**src/rtl/ones_frame_accumulator.sv**
```systemverilog
// Streaming ones counter: popcounts each accepted beat of a valid/ready frame, accumulates
// with saturation and presents one registered count/threshold result per frame until accepted.
module ones_frame_accumulator #(
    parameter int INPUT_FEATURES = 8,
    parameter int COUNT_WIDTH    = 16
) (
    input  logic                      clock_i,
    input  logic                      reset_i,
    input  logic                      in_valid_i,
    output logic                      in_ready_o,
    input  logic [INPUT_FEATURES-1:0] in_data_i,
    input  logic                      in_last_i,
    input  logic [COUNT_WIDTH-1:0]    threshold_i,
    output logic                      out_valid_o,
    input  logic                      out_ready_i,
    output logic [COUNT_WIDTH-1:0]    out_count_o,
    output logic                      out_above_o,
    output logic                      out_sat_o
);
    localparam int PC_WIDTH = $clog2(INPUT_FEATURES + 1);

    typedef enum logic [1:0] {
        IDLE  = 2'd0,
        RUN   = 2'd1,
        DRAIN = 2'd2,
        HOLD  = 2'd3
    } state_t;

    state_t                 state_reg;
    logic                   in_ready_reg;
    logic                   out_valid_reg;
    logic                   out_above_reg;
    logic                   out_sat_reg;
    logic [COUNT_WIDTH-1:0] out_count_reg;
    logic [COUNT_WIDTH-1:0] threshold_reg;

    logic                   s1_valid_reg;
    logic                   s1_first_reg;
    logic                   s1_last_reg;
    logic [PC_WIDTH-1:0]    s1_pc_reg;

    logic [COUNT_WIDTH-1:0] acc_reg;
    logic                   acc_sat_reg;
    logic                   s2_last_reg;

    logic                   beat_accept;
    logic [COUNT_WIDTH-1:0] acc_base;
    logic [COUNT_WIDTH:0]   acc_sum;
    logic                   acc_overflow;

    // Ripple popcount: each stage adds one feature bit to the running total.
    logic [PC_WIDTH-1:0] partial_sum [INPUT_FEATURES+1];

    assign partial_sum[0] = '0;

    generate
        for (genvar gi = 0; gi < INPUT_FEATURES; gi++) begin : g_popcount
            assign partial_sum[gi+1] = partial_sum[gi] + PC_WIDTH'(in_data_i[gi]);
        end
    endgenerate

    assign beat_accept = in_valid_i && in_ready_reg;

    // A first-beat tag restarts the sum from zero, so nothing leaks between frames.
    always_comb begin
        acc_base     = s1_first_reg ? '0 : acc_reg;
        acc_sum      = {1'b0, acc_base} + (COUNT_WIDTH + 1)'(s1_pc_reg);
        acc_overflow = acc_sum[COUNT_WIDTH];
    end

    always_ff @(posedge clock_i or posedge reset_i) begin
        if (reset_i) begin
            s1_valid_reg <= 1'b0;
            s1_first_reg <= 1'b0;
            s1_last_reg  <= 1'b0;
            s1_pc_reg    <= '0;
            acc_reg      <= '0;
            acc_sat_reg  <= 1'b0;
            s2_last_reg  <= 1'b0;
        end else begin
            s1_valid_reg <= beat_accept;
            if (beat_accept) begin
                s1_first_reg <= (state_reg == IDLE);
                s1_last_reg  <= in_last_i;
                s1_pc_reg    <= partial_sum[INPUT_FEATURES];
            end
            s2_last_reg <= s1_valid_reg && s1_last_reg;
            if (s1_valid_reg) begin
                acc_reg     <= acc_overflow ? '1 : acc_sum[COUNT_WIDTH-1:0];
                acc_sat_reg <= (s1_first_reg ? 1'b0 : acc_sat_reg) | acc_overflow;
            end
        end
    end

    // Frame control; in_ready is registered so it stays low throughout reset.
    always_ff @(posedge clock_i or posedge reset_i) begin
        if (reset_i) begin
            state_reg     <= IDLE;
            in_ready_reg  <= 1'b0;
            out_valid_reg <= 1'b0;
            out_count_reg <= '0;
            out_above_reg <= 1'b0;
            out_sat_reg   <= 1'b0;
            threshold_reg <= '0;
        end else begin
            case (state_reg)
                IDLE: begin
                    in_ready_reg <= 1'b1;
                    if (beat_accept) begin
                        threshold_reg <= threshold_i;
                        if (in_last_i) begin
                            state_reg    <= DRAIN;
                            in_ready_reg <= 1'b0;
                        end else begin
                            state_reg <= RUN;
                        end
                    end
                end
                RUN: begin
                    if (beat_accept && in_last_i) begin
                        state_reg    <= DRAIN;
                        in_ready_reg <= 1'b0;
                    end
                end
                DRAIN: begin
                    if (s2_last_reg) begin
                        state_reg     <= HOLD;
                        out_valid_reg <= 1'b1;
                        out_count_reg <= acc_reg;
                        out_sat_reg   <= acc_sat_reg;
                        out_above_reg <= (acc_reg >= threshold_reg);
                    end
                end
                HOLD: begin
                    if (out_ready_i) begin
                        state_reg     <= IDLE;
                        out_valid_reg <= 1'b0;
                        in_ready_reg  <= 1'b1;
                    end
                end
                default: begin
                    state_reg     <= IDLE;
                    in_ready_reg  <= 1'b0;
                    out_valid_reg <= 1'b0;
                end
            endcase
        end
    end

    assign in_ready_o  = in_ready_reg;
    assign out_valid_o = out_valid_reg;
    assign out_count_o = out_count_reg;
    assign out_above_o = out_above_reg;
    assign out_sat_o   = out_sat_reg;

endmodule

```
**config.mk**
```make
export PLATFORM = sky130hd
export DESIGN_NAME = ones_frame_accumulator
export DESIGN_NICKNAME = d
export VERILOG_FILES = /design/src/rtl/ones_frame_accumulator.sv
export SDC_FILE = /design/constraint.sdc
export NUM_CORES = 1
export LEC_CHECK = 0
export ABC_CLOCK_PERIOD_IN_PS = 3200
export CAP_MARGIN = 25
export CORE_MARGIN = 2
export CORE_UTILIZATION = 35
export CTS_CLUSTER_SIZE = 20
export DETAILED_ROUTE_END_ITERATION = 8
export GPL_TIMING_DRIVEN = 1
export PLACE_DENSITY = 0.54
export SYNTH_ARGS = -nofsm -noshare
export SYNTH_HDL_FRONTEND = slang
export SYNTH_SLANG_ARGS = --single-unit
```
**constraint.sdc**
```tcl
create_clock -name clock_i -period 3.2 [get_ports clock_i]
set_input_delay 0.32 -clock clock_i [delete_from_list [all_inputs] [get_ports clock_i]]
set_output_delay 0.32 -clock clock_i [all_outputs]
set_load 0.05 [all_outputs]
```
* Word-level counts from Yosys, hierarchy flattened
Index checks and enable logic that the tools add are counted.
Word-level totals: input bits 29, flip-flop bits (word level) 63, output and inout port bits 20
Operators by class: reduce and logical (&&, ||, !) cells 11, $add $sub $neg 8, equal/unequal tests 7, mux-type cells 17, bitwise operators 1, $lt $le $gt $ge 1
Operators with widths (number):
- $mux W16 | 2
- $add A16 B4 Y17 | 1
- $add A4 B1 Y4 | 4
- $ge A16 B16 Y1 | 1
- $mux W2 | 5
- $ne A2 B2 Y1 const B | 4
- $pmux W2 S4 | 1
- $mux W1 | 7
- $reduce_and A3 Y1 | 2
- $add A3 B1 Y4 | 1
- $eq A2 B2 Y1 const B | 2
- $reduce_and A2 Y1 | 2
- $reduce_and A4 Y1 | 1
- $add A2 B1 Y3 | 1
- $logic_and A1 B1 Y1 | 3
- $pmux W1 S3 | 1
- $reduce_bool A3 Y1 | 1
- $add A1 B1 Y2 | 1
- $eq A2 B1 Y1 const B | 1
- $logic_not A2 Y1 | 1
- $pmux W1 S2 | 1
- $reduce_bool A2 Y1 | 1
- $or A1 B1 Y1 | 1

* Longest topological paths before layout
word-level depth 7, depth in mapped cells 11

* Worst setup path before layout
No wires, ideal clock.
kind input to register, start input port in_data_i[0], end register s1_pc_reg[2], arrival time 2.628 ns, required time 3.115 ns, setup time 0.085 ns, path buffers 0, stages 10, slack 0.488 ns, cells stage by stage inv_1 > fa_1 > fa_1 > fa_1 > inv_1 > ha_1 > inv_1 > fa_1 > xor2_1 > o21ai_0
Between the ends: longest elaborated chain between the ends 7
RTL lines:
- start, declared | RTL line 11 | input logic [INPUT_FEATURES-1:0] in_data_i,
- $add A1 B1 Y2 | RTL line 58 | assign partial_sum[gi+1] = partial_sum[gi] + PC_WIDTH'(in_data_i[gi]);
- $add A2 B1 Y3 | RTL line 58
- $add A3 B1 Y4 | RTL line 58
- $add A4 B1 Y4 (4 in series) | RTL line 58
- end signal, assigned | RTL line 85 | s1_pc_reg <= partial_sum[INPUT_FEATURES];
- end, declared | RTL line 40 | logic [PC_WIDTH-1:0] s1_pc_reg;
Every way passes these cells. A chain may end at the register's enable or synchronous reset.

* Worst setup path after layout
Same ends and word-level chain as after synthesis.

==> out/results.txt <==
CTS max path bufs: 2
multiplexer fraction of the synthesized cell area: 11.4%
number of nets in the layout: 449
post-DP HPWL: 5.61 mm
setup-violating endpoint count in the final report: 0
worst-margin pin slew: 0.744 ns
yosys synthesis warning count: 0
cell with the biggest individual delay on the critical path: fa_1
first-pass GRT wire length: 12.7 mm
period utilisation layout: 92.4%
effective utilization at floorplan: 36.1%
cts repair resizes: 0
portion of the post-synthesis area used by sequential elements: 44.7%
share of Yosys cell area claimed by the top area cell type: 44.7%
number of top-level pins: 49
basic-gate share of the synthesized area counting and, or, nand and nor cells: 12.1%
clock transition at the registers of the reported paths: 0.07 ns
category of the most critical setup path: in -> reg
number of H-tree branching levels: 3
fraction of final layout cells with drive strength greater than 1: 15.0%
detailed route wirelength on metal2: 3.42 mm
arrival time worst endpoint: 3.21 ns
proportion of register bits with asynchronous set or reset after synthesis: 100%
dominant cell type by count on the critical path: fa_1
wire per inst: 14.2 microns
post-synthesis instance total: 335
cells traversed along the worst timing path: clkdlybuf4s50_1, inv_1, fa_1, fa_1, fa_1, inv_1, ha_1, inv_1, fa_1, xor2_1, o21ai_0
total DRC errors in the routed layout: 0
Synth Area in Compound Gates: 13.1%
uppermost metal layer occupied by signal nets: met4
remaining antenna violation count: 0
total placed cells including tap cells: 510
Post-Syn Area per Cell: 10.5 sq um
max cap viols: 0
setup repair after global routing missed its margin: false
netlist area before placement: 3530 sq um
cell types with the highest counts after synthesis: dfrtp_1, inv_1, mux2_2, nand2_1, ha_1
clock latency reported for the late side of the worst-skew pair: 0.35 ns
IO buf count: 48
die footprint: 10900 sq um
fmax: 338 MHz
kind of launch point of the worst setup path: input port
width of the die: 104 microns
number of hold buffers added after CTS: 0
height of the die: 104 microns
Hold Vio Cnt, Final: 0
pin count of the biggest net entering global routing: 37
WL final: 7.46 mm
number of buffers created by CTS: 9
CTS root buf: clkbuf_8
Global Route Usage Sum: 14.8%
number of nets produced by synthesis: 396
total count of max-transition violations in the final report: 0
total via count in the routed design: 2573
status: complete, no violations
power density of the placed cells: 822 nW/um^2
Post-synth EDFFs: 0
peak per-stage delay on the critical path: 0.55 ns
TritonCTS clock tree: built
path type of the worst min-delay path: in -> async
dominant cell by count in the synthesized netlist: dfrtp_1
post-CTS repair timing setup buffer count: 0
core occupancy in the finished layout: 44.9%
worst endpoint required time: 3.46 ns
Final TNS setup: 0 ns
M1 wire length: 3.58 mm
Cell variety after synth: 52
1st-pass router iterations: 4
cell taking the most area after synthesis: dfrtp_1
worst reg-to-reg setup slack: 0.83 ns
Period minus WS final: 2.96 ns
Max transition margin: 50.3%
post-route non-filler standard cell count: 526
Static Leak: 2.10 nW
Std-Cell Core Area: 9770 sq um
worst-path maximum fanout: 2
largest cells by area after synthesis: dfrtp_1, mux2_2, ha_1, inv_1, nand2_1
Setup WS post-layout: 0.243 ns
count of fill cells added during filler insertion: 982
via count of the first global-routing pass: 2567
Synth Area in XOR/XNOR: 0.744%
clock sink count: 63
dominant combinational cell family by area after synthesis: compound AO/OA/AOI/OAI gates
count of antenna diodes in the layout: 0
First DRT Iteration DRCs: 83
flip-flop cell with the highest count after synthesis: dfrtp_1
maximum clock skew at final layout: 0.00974 ns
leftover overflow at the end of global routing: 0
Placer Congestion: 0.838
final-layout worst hold slack: 0.375 ns
adder and majority cell fraction of the synthesized area: 12.4%
area growth from synthesis to layout: 24.4%
met3 wire length: 309 microns
post-placement setup slack: -0.145 ns
number of antenna violations at the first check in global routing: 0
Max IR drop VDD: 0.329 mV
sort of element at the end of the critical path: flop
# rows: 36
drt via density: 4.89
register bit total from synthesis: 63
==> metrics by stage <==
step | cell area (sq um) | power [W]
CTS | 4390 | 0.00365
detailed placement | 4170 | 0.00284
finish | 4390 | 0.00361
global route | 4390 | 0.00391
global placement | 4170 | 0.00280
floorplan | 3530 | 0.00241
==> worst paths after layout <==
path	end	cells after the start	from
min	threshold_reg[7]	2	reset_i
max reg2reg	acc_reg[6]	9	acc_reg[0]
max in group asynchronous	acc_sat_reg	3	reset_i
max	s1_pc_reg[2]	11	in_data_i[0]
min reg2reg	s1_last_reg	2	s1_last_reg
min in group clock_i	s1_last_reg	2	s1_last_reg
==> layout by cell type (no fill, tap or decap), types with 2 or more instances in the layout <==
cell,n
a2111oi_0,2
a21o_1,5
a21oi_1,13
a221oi_1,2
a22o_1,2
a31oi_1,9
a41oi_1,2
and2_1,3
and3_1,3
buf_4,3
bufinv_16,2
clkbuf_1,2
clkbuf_8,11
clkdlybuf4s50_1,48
dfrtp_1,63
fa_1,5
ha_1,27
inv_1,38
mux2_2,33
mux2i_1,3
nand2_1,28
nand2b_1,6
nand3_1,4
nand4_1,2
nor2_1,18
nor2b_1,4
nor3_1,7
o21ai_0,19
o311a_1,2
xor2_1,2
==> report_power, final <==
group          leakage [nW]  switching, W  internal, W
Sequential            0.800      0.000215      0.00105
Clock                 0.114      0.000315     0.000481
Combinational          1.19      0.000847     0.000697
Total                  2.10       0.00138      0.00223
==> metal layers <==
layer	GRT usage (%)	vias up
li1	-	1286
met1	19.6	1224
met2	23.2	51
met3	3.38	12
met4	6.37	0
met5	0	-
==> worst max-delay path, delay by kind of cell <==
kind	cells	cell delay (ns)
fa+ha+maj	5	1.97
compound gates	1	0.14
xor+xnor	1	0.17
buf+inv	4	0.62
==> kinds of logic (layout without fill, tap and decap cells) <==
group | count (synthesis) | after routing
AND/OR/NAND/NOR | 83 | 83
AO/OA/AOI/OAI | 69 | 69
flip-flops | 63 | 63
buffers and inverters | 49 | 107
multiplexers | 36 | 36
adder cells (fa/ha/maj) | 32 | 32
XOR/XNOR | 3 | 3
==> area by class of cell <==
class | count | area (sq um) | share of cell area [%]
clock buffers | 13 | 159 | 3.62
multi-input cells | 223 | 1750 | 39.9
repair buffers | 52 | 523 | 11.9
clock inverters | 3 | 65.1 | 1.48
well taps | 133 | 166 | 3.79
inverters | 39 | 146 | 3.34
flip-flops and latches | 63 | 1580 | 35.9
No activity file was read; power rests on OpenSTA's default activity.
